===== src/rtl/ephoto_pkg.sv =====
`default_nettype none
// ============================================================================
//  Module      : ephoto_pkg
//  Description : Shared types and constants for the UART-to-SPRAM photo path
//                (pixel packer and frame store).
//  Revision    : 1.0 - initial release
// ============================================================================
package ephoto_pkg;

    // Pixel width shared with the frame store: RGB444.
    localparam int PIX_W = 12;

    // Default two-byte frame header.
    localparam logic [7:0] DEFAULT_HDR0 = 8'hAA;
    localparam logic [7:0] DEFAULT_HDR1 = 8'h55;

    // Packer state encoding.
    typedef enum logic [2:0] {
        PK_HUNT0 = 3'd0,
        PK_HUNT1 = 3'd1,
        PK_PAY0  = 3'd2,
        PK_PAY1  = 3'd3,
        PK_PAY2  = 3'd4
    } packer_state_e;

endpackage : ephoto_pkg
`default_nettype wire


===== src/rtl/uart_pixel_packer_idle_timeout.sv =====
`default_nettype none
// ============================================================================
//  Module      : idle_timeout
//  Description : Down-counter watchdog. Reloads while clr is high, counts down
//                while en is high, and raises expire combinationally in the
//                cycle the LIMIT-th consecutive idle clock is reached. A clr in
//                that same cycle suppresses expiry.
//  Revision    : 1.0 - initial release
// ============================================================================
module idle_timeout #(
    parameter  int LIMIT = 16,
    localparam int CW    = (LIMIT > 2) ? $clog2(LIMIT) : 1
) (
    input  logic clk,
    input  logic rst,
    input  logic clr,
    input  logic en,
    output logic expire
);

    localparam logic [CW-1:0] c_load = CW'(LIMIT - 1);

    logic [CW-1:0] r_cnt;

    // Remaining idle clocks before expiry; reloaded on every clear.
    always_ff @(posedge clk or posedge rst) begin
        if (rst) begin
            r_cnt <= '0;
        end else if (clr) begin
            r_cnt <= c_load;
        end else if (en && (r_cnt != '0)) begin
            r_cnt <= r_cnt - 1'b1;
        end
    end

    assign expire = en & ~clr & (r_cnt == '0);

endmodule : idle_timeout
`default_nettype wire


===== src/rtl/uart_pixel_packer.sv =====
`default_nettype none
// ============================================================================
//  Module      : uart_pixel_packer
//  Description : Locks onto a two-byte header in the UART byte stream, unpacks
//                RGB444 pixels packed two per three bytes and strobes them to
//                the frame store. Flags frame completion and aborts a stalled
//                frame on inter-byte timeout.
//  Revision    : 1.0 - initial release
// ============================================================================
module uart_pixel_packer
    import ephoto_pkg::*;
#(
    parameter  int         W              = 4,
    parameter  int         H              = 2,
    parameter  int         TIMEOUT_CYCLES = 1_000_000,
    parameter  logic [7:0] HDR0           = DEFAULT_HDR0,
    parameter  logic [7:0] HDR1           = DEFAULT_HDR1,
    localparam int         PIX_TOTAL      = W * H,
    localparam int         IW             = (PIX_TOTAL > 1) ? $clog2(PIX_TOTAL) : 1
) (
    input  logic             clk,
    input  logic             rst,
    input  logic             byte_valid,
    input  logic [7:0]       byte_data,
    output logic             rx_valid,
    output logic [PIX_W-1:0] rx_data,
    output logic [IW-1:0]    pix_index,
    output logic             frame_active,
    output logic             frame_done,
    output logic             frame_error
);

    localparam logic [2:0]    S_HUNT0  = 3'(PK_HUNT0);
    localparam logic [2:0]    S_HUNT1  = 3'(PK_HUNT1);
    localparam logic [2:0]    S_PAY0   = 3'(PK_PAY0);
    localparam logic [2:0]    S_PAY1   = 3'(PK_PAY1);
    localparam logic [2:0]    S_PAY2   = 3'(PK_PAY2);
    localparam logic [IW-1:0] c_last   = IW'(PIX_TOTAL - 1);

    logic [2:0]    r_state;
    logic [7:0]    r_b0;
    logic [3:0]    r_nib;
    logic [IW-1:0] r_pix_cnt;
    logic          w_in_pay;
    logic          w_expire;
    logic          w_is_last;

    assign w_in_pay  = (r_state == S_PAY0) | (r_state == S_PAY1) | (r_state == S_PAY2);
    assign w_is_last = (r_pix_cnt == c_last);

    // Idle watchdog: only armed inside a payload, cleared by every byte.
    idle_timeout #(
        .LIMIT (TIMEOUT_CYCLES)
    ) u_idle_timeout (
        .clk    (clk),
        .rst    (rst),
        .clr    (byte_valid | ~w_in_pay),
        .en     (w_in_pay),
        .expire (w_expire)
    );

    // Header hunt, payload unpacking, pixel counter and registered outputs.
    always_ff @(posedge clk or posedge rst) begin
        if (rst) begin
            r_state      <= S_HUNT0;
            r_b0         <= '0;
            r_nib        <= '0;
            r_pix_cnt    <= '0;
            rx_valid     <= 1'b0;
            rx_data      <= '0;
            pix_index    <= '0;
            frame_active <= 1'b0;
            frame_done   <= 1'b0;
            frame_error  <= 1'b0;
        end else begin
            rx_valid    <= 1'b0;
            frame_done  <= 1'b0;
            frame_error <= 1'b0;
            // frame_active stays up through the frame_done cycle, then drops.
            if (frame_done) begin
                frame_active <= 1'b0;
            end
            if (byte_valid) begin
                case (r_state)
                    S_HUNT0: begin
                        if (byte_data == HDR0) begin
                            r_state <= S_HUNT1;
                        end
                    end
                    S_HUNT1: begin
                        if (byte_data == HDR1) begin
                            r_state      <= S_PAY0;
                            r_pix_cnt    <= '0;
                            frame_active <= 1'b1;
                        end else if (byte_data != HDR0) begin
                            r_state <= S_HUNT0;
                        end
                    end
                    S_PAY0: begin
                        r_b0    <= byte_data;
                        r_state <= S_PAY1;
                    end
                    S_PAY1: begin
                        rx_valid  <= 1'b1;
                        rx_data   <= {r_b0, byte_data[7:4]};
                        pix_index <= r_pix_cnt;
                        r_nib     <= byte_data[3:0];
                        if (w_is_last) begin
                            // Odd pixel total: low nibble is padding.
                            frame_done <= 1'b1;
                            r_pix_cnt  <= '0;
                            r_state    <= S_HUNT0;
                        end else begin
                            r_pix_cnt <= r_pix_cnt + 1'b1;
                            r_state   <= S_PAY2;
                        end
                    end
                    S_PAY2: begin
                        rx_valid  <= 1'b1;
                        rx_data   <= {r_nib, byte_data};
                        pix_index <= r_pix_cnt;
                        if (w_is_last) begin
                            frame_done <= 1'b1;
                            r_pix_cnt  <= '0;
                            r_state    <= S_HUNT0;
                        end else begin
                            r_pix_cnt <= r_pix_cnt + 1'b1;
                            r_state   <= S_PAY0;
                        end
                    end
                    default: begin
                        r_state <= S_HUNT0;
                    end
                endcase
            end else if (w_expire) begin
                frame_error  <= 1'b1;
                frame_active <= 1'b0;
                r_pix_cnt    <= '0;
                r_state      <= S_HUNT0;
            end
        end
    end

endmodule : uart_pixel_packer
`default_nettype wire


===== config.mk =====
export PLATFORM = sky130hd
export DESIGN_NAME = uart_pixel_packer
export DESIGN_NICKNAME = d
export VERILOG_FILES = /design/src/rtl/ephoto_pkg.sv /design/src/rtl/uart_pixel_packer_idle_timeout.sv /design/src/rtl/uart_pixel_packer.sv
export SDC_FILE = /design/constraint.sdc
export NUM_CORES = 1
export LEC_CHECK = 0
export ABC_CLOCK_PERIOD_IN_PS = 2900
export BUFFER_PORTS_ARGS = -buffer_cell sky130_fd_sc_hd__buf_2
export CORE_ASPECT_RATIO = 2
export CORE_MARGIN = 10
export CORE_UTILIZATION = 31
export CTS_BUF_LIST = sky130_fd_sc_hd__clkbuf_4 sky130_fd_sc_hd__clkbuf_8
export DETAILED_ROUTE_END_ITERATION = 8
export PLACE_DENSITY = 0.48
export SETUP_SLACK_MARGIN = 0.15
export SYNTH_ARGS = -nofsm -noshare
export SYNTH_HDL_FRONTEND = slang
export SYNTH_SLANG_ARGS = --single-unit

===== constraint.sdc =====
create_clock -name clk -period 2.9 [get_ports clk]
set_input_delay 0.58 -clock clk [delete_from_list [all_inputs] [get_ports clk]]
set_output_delay 0.58 -clock clk [all_outputs]
set_load 0.1 [all_outputs]

# [Word level (Yosys, flattened, before mapping)]
# Index checks and enable logic that the tools add are counted.
[op_classes] eq_ne=12 n_bitwise=7 addsub=2 reduce_logical=14 n_mux=27
[op_table] op="two-way mux 20 bit" count=2
[op_table] op="two-way mux 3 bit" count=9
[op_table] op="case mux 12 bit (2 select lines)" count=1
[op_table] op="logical NOT 20 bit" count=1
[op_table] op="nonzero test 20 bit" count=1
[op_table] op="subtractor 20 x 1 -> 20 bit (second input constant)" count=1
[op_table] op="case mux 3 bit (5 select lines)" count=1
[op_table] op="two-way mux 1 bit" count=12
[op_table] op="== test 8 x 7 -> 1 bit (second input constant)" count=1
[op_table] op="== test 8 bit (second input constant)" count=1
[op_table] op="inequality test 8 bit (second input constant)" count=1
[op_table] op="AND reduction 2 bit" count=4
[op_table] op="== test 3 x 2 -> 1 bit (second input constant)" count=2
[op_table] op="== test 3 bit (second input constant)" count=2
[op_table] op="inequality test 3 bit (second input constant)" count=2
[op_table] op="case mux 3 bit (2 select lines)" count=1
[op_table] op="AND reduction 3 bit" count=2
[op_table] op="nonzero test 2 bit" count=3
[op_table] op="inequality test 4 bit (second input constant)" count=1
[op_table] op="adder 3 x 1 -> 3 bit (second input constant)" count=1
[op_table] op="== test 3 x 1 -> 1 bit (second input constant)" count=1
[op_table] op="logical NOT 3 bit" count=1
[op_table] op="inequality test 3 x 2 -> 1 bit (second input constant)" count=1
[op_table] op="OR 1 bit" count=3
[op_table] op="other kinds (5)" count=7
[word_totals] regBits=57 output_inout_bits=19

# [Longest topological paths before layout]
[depth] ltp_word=10 depth_mapped=8 ltp_nobuf=6

# [Modules after synthesis]
# Synthesis repeated with hierarchy kept, for this count alone.
[unflattened] cells_unflattened=293 area_unflattened_um2=3093.0
[by_module_without_submodules] module="uart_pixel_packer" area_per_inst_um2=1850.5 cells_per_inst=158 n_inst=1 seq_area_each_um2=925.9
[by_module_without_submodules] module="idle_timeout" area_per_inst_um2=1242.4 cells_per_inst=135 n_inst=1 seq_area_each_um2=500.5

# [Least setup slack after synthesis]
# Ideal clock, no wire load.
[synth_timing] kind="reg-to-reg" startpoint="register u_idle_timeout.r_cnt[0]" endpoint="register u_idle_timeout.r_cnt[12]" stages_incl_launch_ff=7 path_slack_ps=647 arrival_time_ps=2175 setup_ps=78 path_cell_list="dfrtp_1 > inv_1 > ha_1 > or3b_4 > or4_4 > or4_1 > a21oi_1"
[synth_between] elab_chain_len=3 elab_cells_between_ends=6 cone_classes="1 x add/sub; 2 x mux; 3 x reduce/logical"
[synth_lines] element="start, declared" line="uart_pixel_packer_idle_timeout.sv:23" text="logic [CW-1:0] r_cnt;"
[synth_lines] element="start signal, assigned" line="uart_pixel_packer_idle_timeout.sv:30" text="r_cnt <= c_load;"
[synth_lines] element="start signal, assigned" line="uart_pixel_packer_idle_timeout.sv:32" text="r_cnt <= r_cnt - 1'b1;"
[synth_lines] element="subtractor 20 x 1 -> 20 bit or nonzero test 20 bit (tied branches)" line="uart_pixel_packer_idle_timeout.sv:32, uart_pixel_packer_idle_timeout.sv:31"
[synth_lines] element="two-way mux 20 bit or logical AND 1 bit (tied branches)" line="uart_pixel_packer_idle_timeout.sv:31" text="end else if (en && (r_cnt != '0)) begin"
[synth_lines] element="two-way mux 20 bit or nonzero test 2 bit (tied branches)"
# Parallel ways exist; a longest one is shown, timed or not. The select of a mux whose other input is x is not followed.
# A chain may end at the register's enable or synchronous reset.

# [Worst setup path in the final report]
# Same ends and word-level chain as after synthesis.

==> flow_metrics.tcl <==
set metrics [dict create \
    status "finished clean" \
    wire_per_inst_um 17.28 \
    clk_latency_ns 0.33 \
    critPathKind "reg -> reg" \
    synth-edff-count 0 \
    antenna-diode-count 0 \
    htree_levels 3 \
    fin_setup_tns_ns 0 \
    clock-root-buffer "clkbuf_8" \
    final_layout_size_suffix_gt1_frac 0.2532 \
    gr-total-overflow 0 \
    critPathCaptureType "register" \
    cts.clk_slew.worst_paths_ns 0.06 \
    finalMaxSlewViolations 0 \
    final_util 0.3693 \
    nets 328 \
    relSlewSlack 0.6084 \
    fin_total_pwr_mw 2.711 \
    hold_path_class "in -> async" \
    antenna_found_initial 0 \
    setup_violations 0 \
    via_per_inst 5.335 \
    die_area_um2 13800 \
    synth.net_count 293 \
    ios 30 \
    drt-pass1-iter-count 4 \
    postCtsSetupBuffers 0 \
    final_area_um2 3351 \
    critPathRequiredTime_ns 3.16 \
    synthTopCellsByCount "dfrtp_1, nand2_1, o21ai_0" \
    cellPowerDensity_nw_per_um2 809.0 \
    path_max_fanout 4 \
    ant_nets 0 \
    grt_pass1_vias 2372 \
    hold_viol 0 \
    yosys_warnings 0 \
    synth.area.top_cells "dfrtp_1, mux2i_1, mux2_2" \
    rsz0062_at_grt "no" \
    yosysTopAreaCell "dfrtp_1" \
    die_w_um 88.23 \
    skew_ns 0.007340 \
    place.gp.congestion 0.7393 \
    drt_iter0_drc 94 \
    min_period_over_period 0.8296 \
    initial_utilization 0.3181 \
    core-area_um2 9074 \
    dpl_cell_area_um2 3177 \
    synth_most_common_cell "dfrtp_1" \
    synth-async-reset-ratio 1.000 \
    synth_top_area_share 0.4941 \
    p_leak_nw 1.436 \
    portBuffers 29 \
    dp_hpwl_mm 5.483 \
    period_needed_ns 2.406 \
    yosys_most_used_dff "dfrtp_1" \
    avgSynthCellArea_um2 10.38 \
    worstMarginPinSlew_ns 0.5725 \
    cts_hold_buf 0 \
    num_vias 2230 \
    fp.dieH_um 156.5 \
    grt_pass1_wl_mm 12.15 \
    placed_cells 404 \
    arrival_ns 2.67 \
    grt_max_degree 28 \
    yosysUniqueCellTypes 51 \
    final_cells 418 \
    postSynthCellCount 278 \
    tritoncts "yes" \
    drt_wl_total_mm 7.224 \
    fp-row-count 49 \
    areaGrowthSynthToFinish_pct 16.08 \
    cts_resized 0 \
    cts_buffers 9 \
    clockBufferDepth 2 \
    startpoint_type "register" \
    maxCapViolations 0 \
    ys_ff_latch 57 \
    max_freq_ghz 0.4156 \
    peakVddDrop_mv 0.6028 \
    cts.sinks 57 \
    grt_usage 0.1148 \
    synth_area_um2 2887 \
    synth_seq_area_share 0.4941 \
    drc 0 \
]
[logic make-up (layout without fill, tap and decap cells)]
family          count (synthesis)  count (layout)  synth area share
buf+inv                        25              63           0.03425
simple gates                  102             102            0.2137
mux                            30              30            0.1092
flops                          57              57            0.4941
fa+ha+maj                       4               4           0.01734
compound gates                 60              60            0.1314
[through the flow]
step                      hold slack (ns)  setup slack (ns)
final                              0.1823            0.4941
after detailed placement           0.4577            0.4987
after CTS                          0.1826            0.4913
after global placement             0.4544            0.5648
after floorplan                    0.4787            0.6466
after global routing               0.1809            0.3629
[worst paths after layout]
check	from	cells after the start	slack (ns)	end
worst max register to register	u_idle_timeout.r_cnt[0]	6	0.49	u_idle_timeout.r_cnt[12]
worst min register to register	pix_index[1]	2	0.47	pix_index[1]
worst min-delay path	rst	2	0.18	u_idle_timeout.r_cnt[17]
worst max-delay path	u_idle_timeout.r_cnt[0]	6	0.49	u_idle_timeout.r_cnt[12]
min in group clk	pix_index[1]	2	0.47	pix_index[1]
max in group asynchronous	rst	3	2.03	u_idle_timeout.r_cnt[7]
[power breakdown]
| group | internal, mW | total (mW) | switching, mW |
|---|---|---|---|
| logic | 0.237 | 0.962 | 0.725 |
| clock network | 0.376 | 0.667 | 0.291 |
| registers | 0.966 | 1.08 | 0.116 |
| total | 1.58 | 2.71 | 1.13 |
[sequential cells by signal (all words and copies together), names as in the netlist]
signal,flops
u_idle_timeout.r_cnt,20
rx_data,12
r_b0,8
r_nib,4
pix_index,3
r_pix_cnt,3
r_state,3
frame_active,1
frame_done,1
frame_error,1
rx_valid,1
[cell usage in the layout (no fill, tap or decap), types with 3 or more instances in the layout]
cell type / netlist / routed
nor2_1: 9 / 9
o2111ai_1: 3 / 3
inv_1: 10 / 9
a21oi_1: 11 / 11
mux2_2: 12 / 12
dfrtp_1: 57 / 57
o21ai_0: 24 / 23
ha_1: 4 / 4
nor4_1: 7 / 7
o211ai_1: 4 / 4
nor3_1: 3 / 3
nand3_1: 5 / 5
clkbuf_8: 0 / 11
clkbuf_4: 0 / 3
mux2i_1: 18 / 18
buf_2: 4 / 29
or3_1: 5 / 5
buf_4: 0 / 10
nand2_1: 27 / 27
or4_1: 8 / 8
nand2b_1: 6 / 6
and2_1: 6 / 6
o31ai_1: 5 / 5
[worst max-delay path: stages, from the launching register on]
cell and delay [ns]:
dfrtp_1 0.40, inv_1 0.13, ha_1 0.23, or3b_4 0.41, or4_4 0.50, or4_1 0.51
a21oi_1 0.15
[per-layer routing]
metal  part of all wire  global-route usage
met4              0.018             0.05345
met5                  0                   0
met1               0.37              0.1088
met2               0.58              0.2160
met3              0.031             0.03172
[cell type report]
cell class / instances / area, um^2
Inverter: 10 / 37.54
Timing Repair Buffer: 39 / 220.2
Multi-Input combinational cell: 196 / 1365
Tap cell: 102 / 127.6
Clock buffer: 14 / 173.9
Fill cell: 921 / 5723
Sequential cell: 57 / 1426
Power figures use the tool's default switching activity.
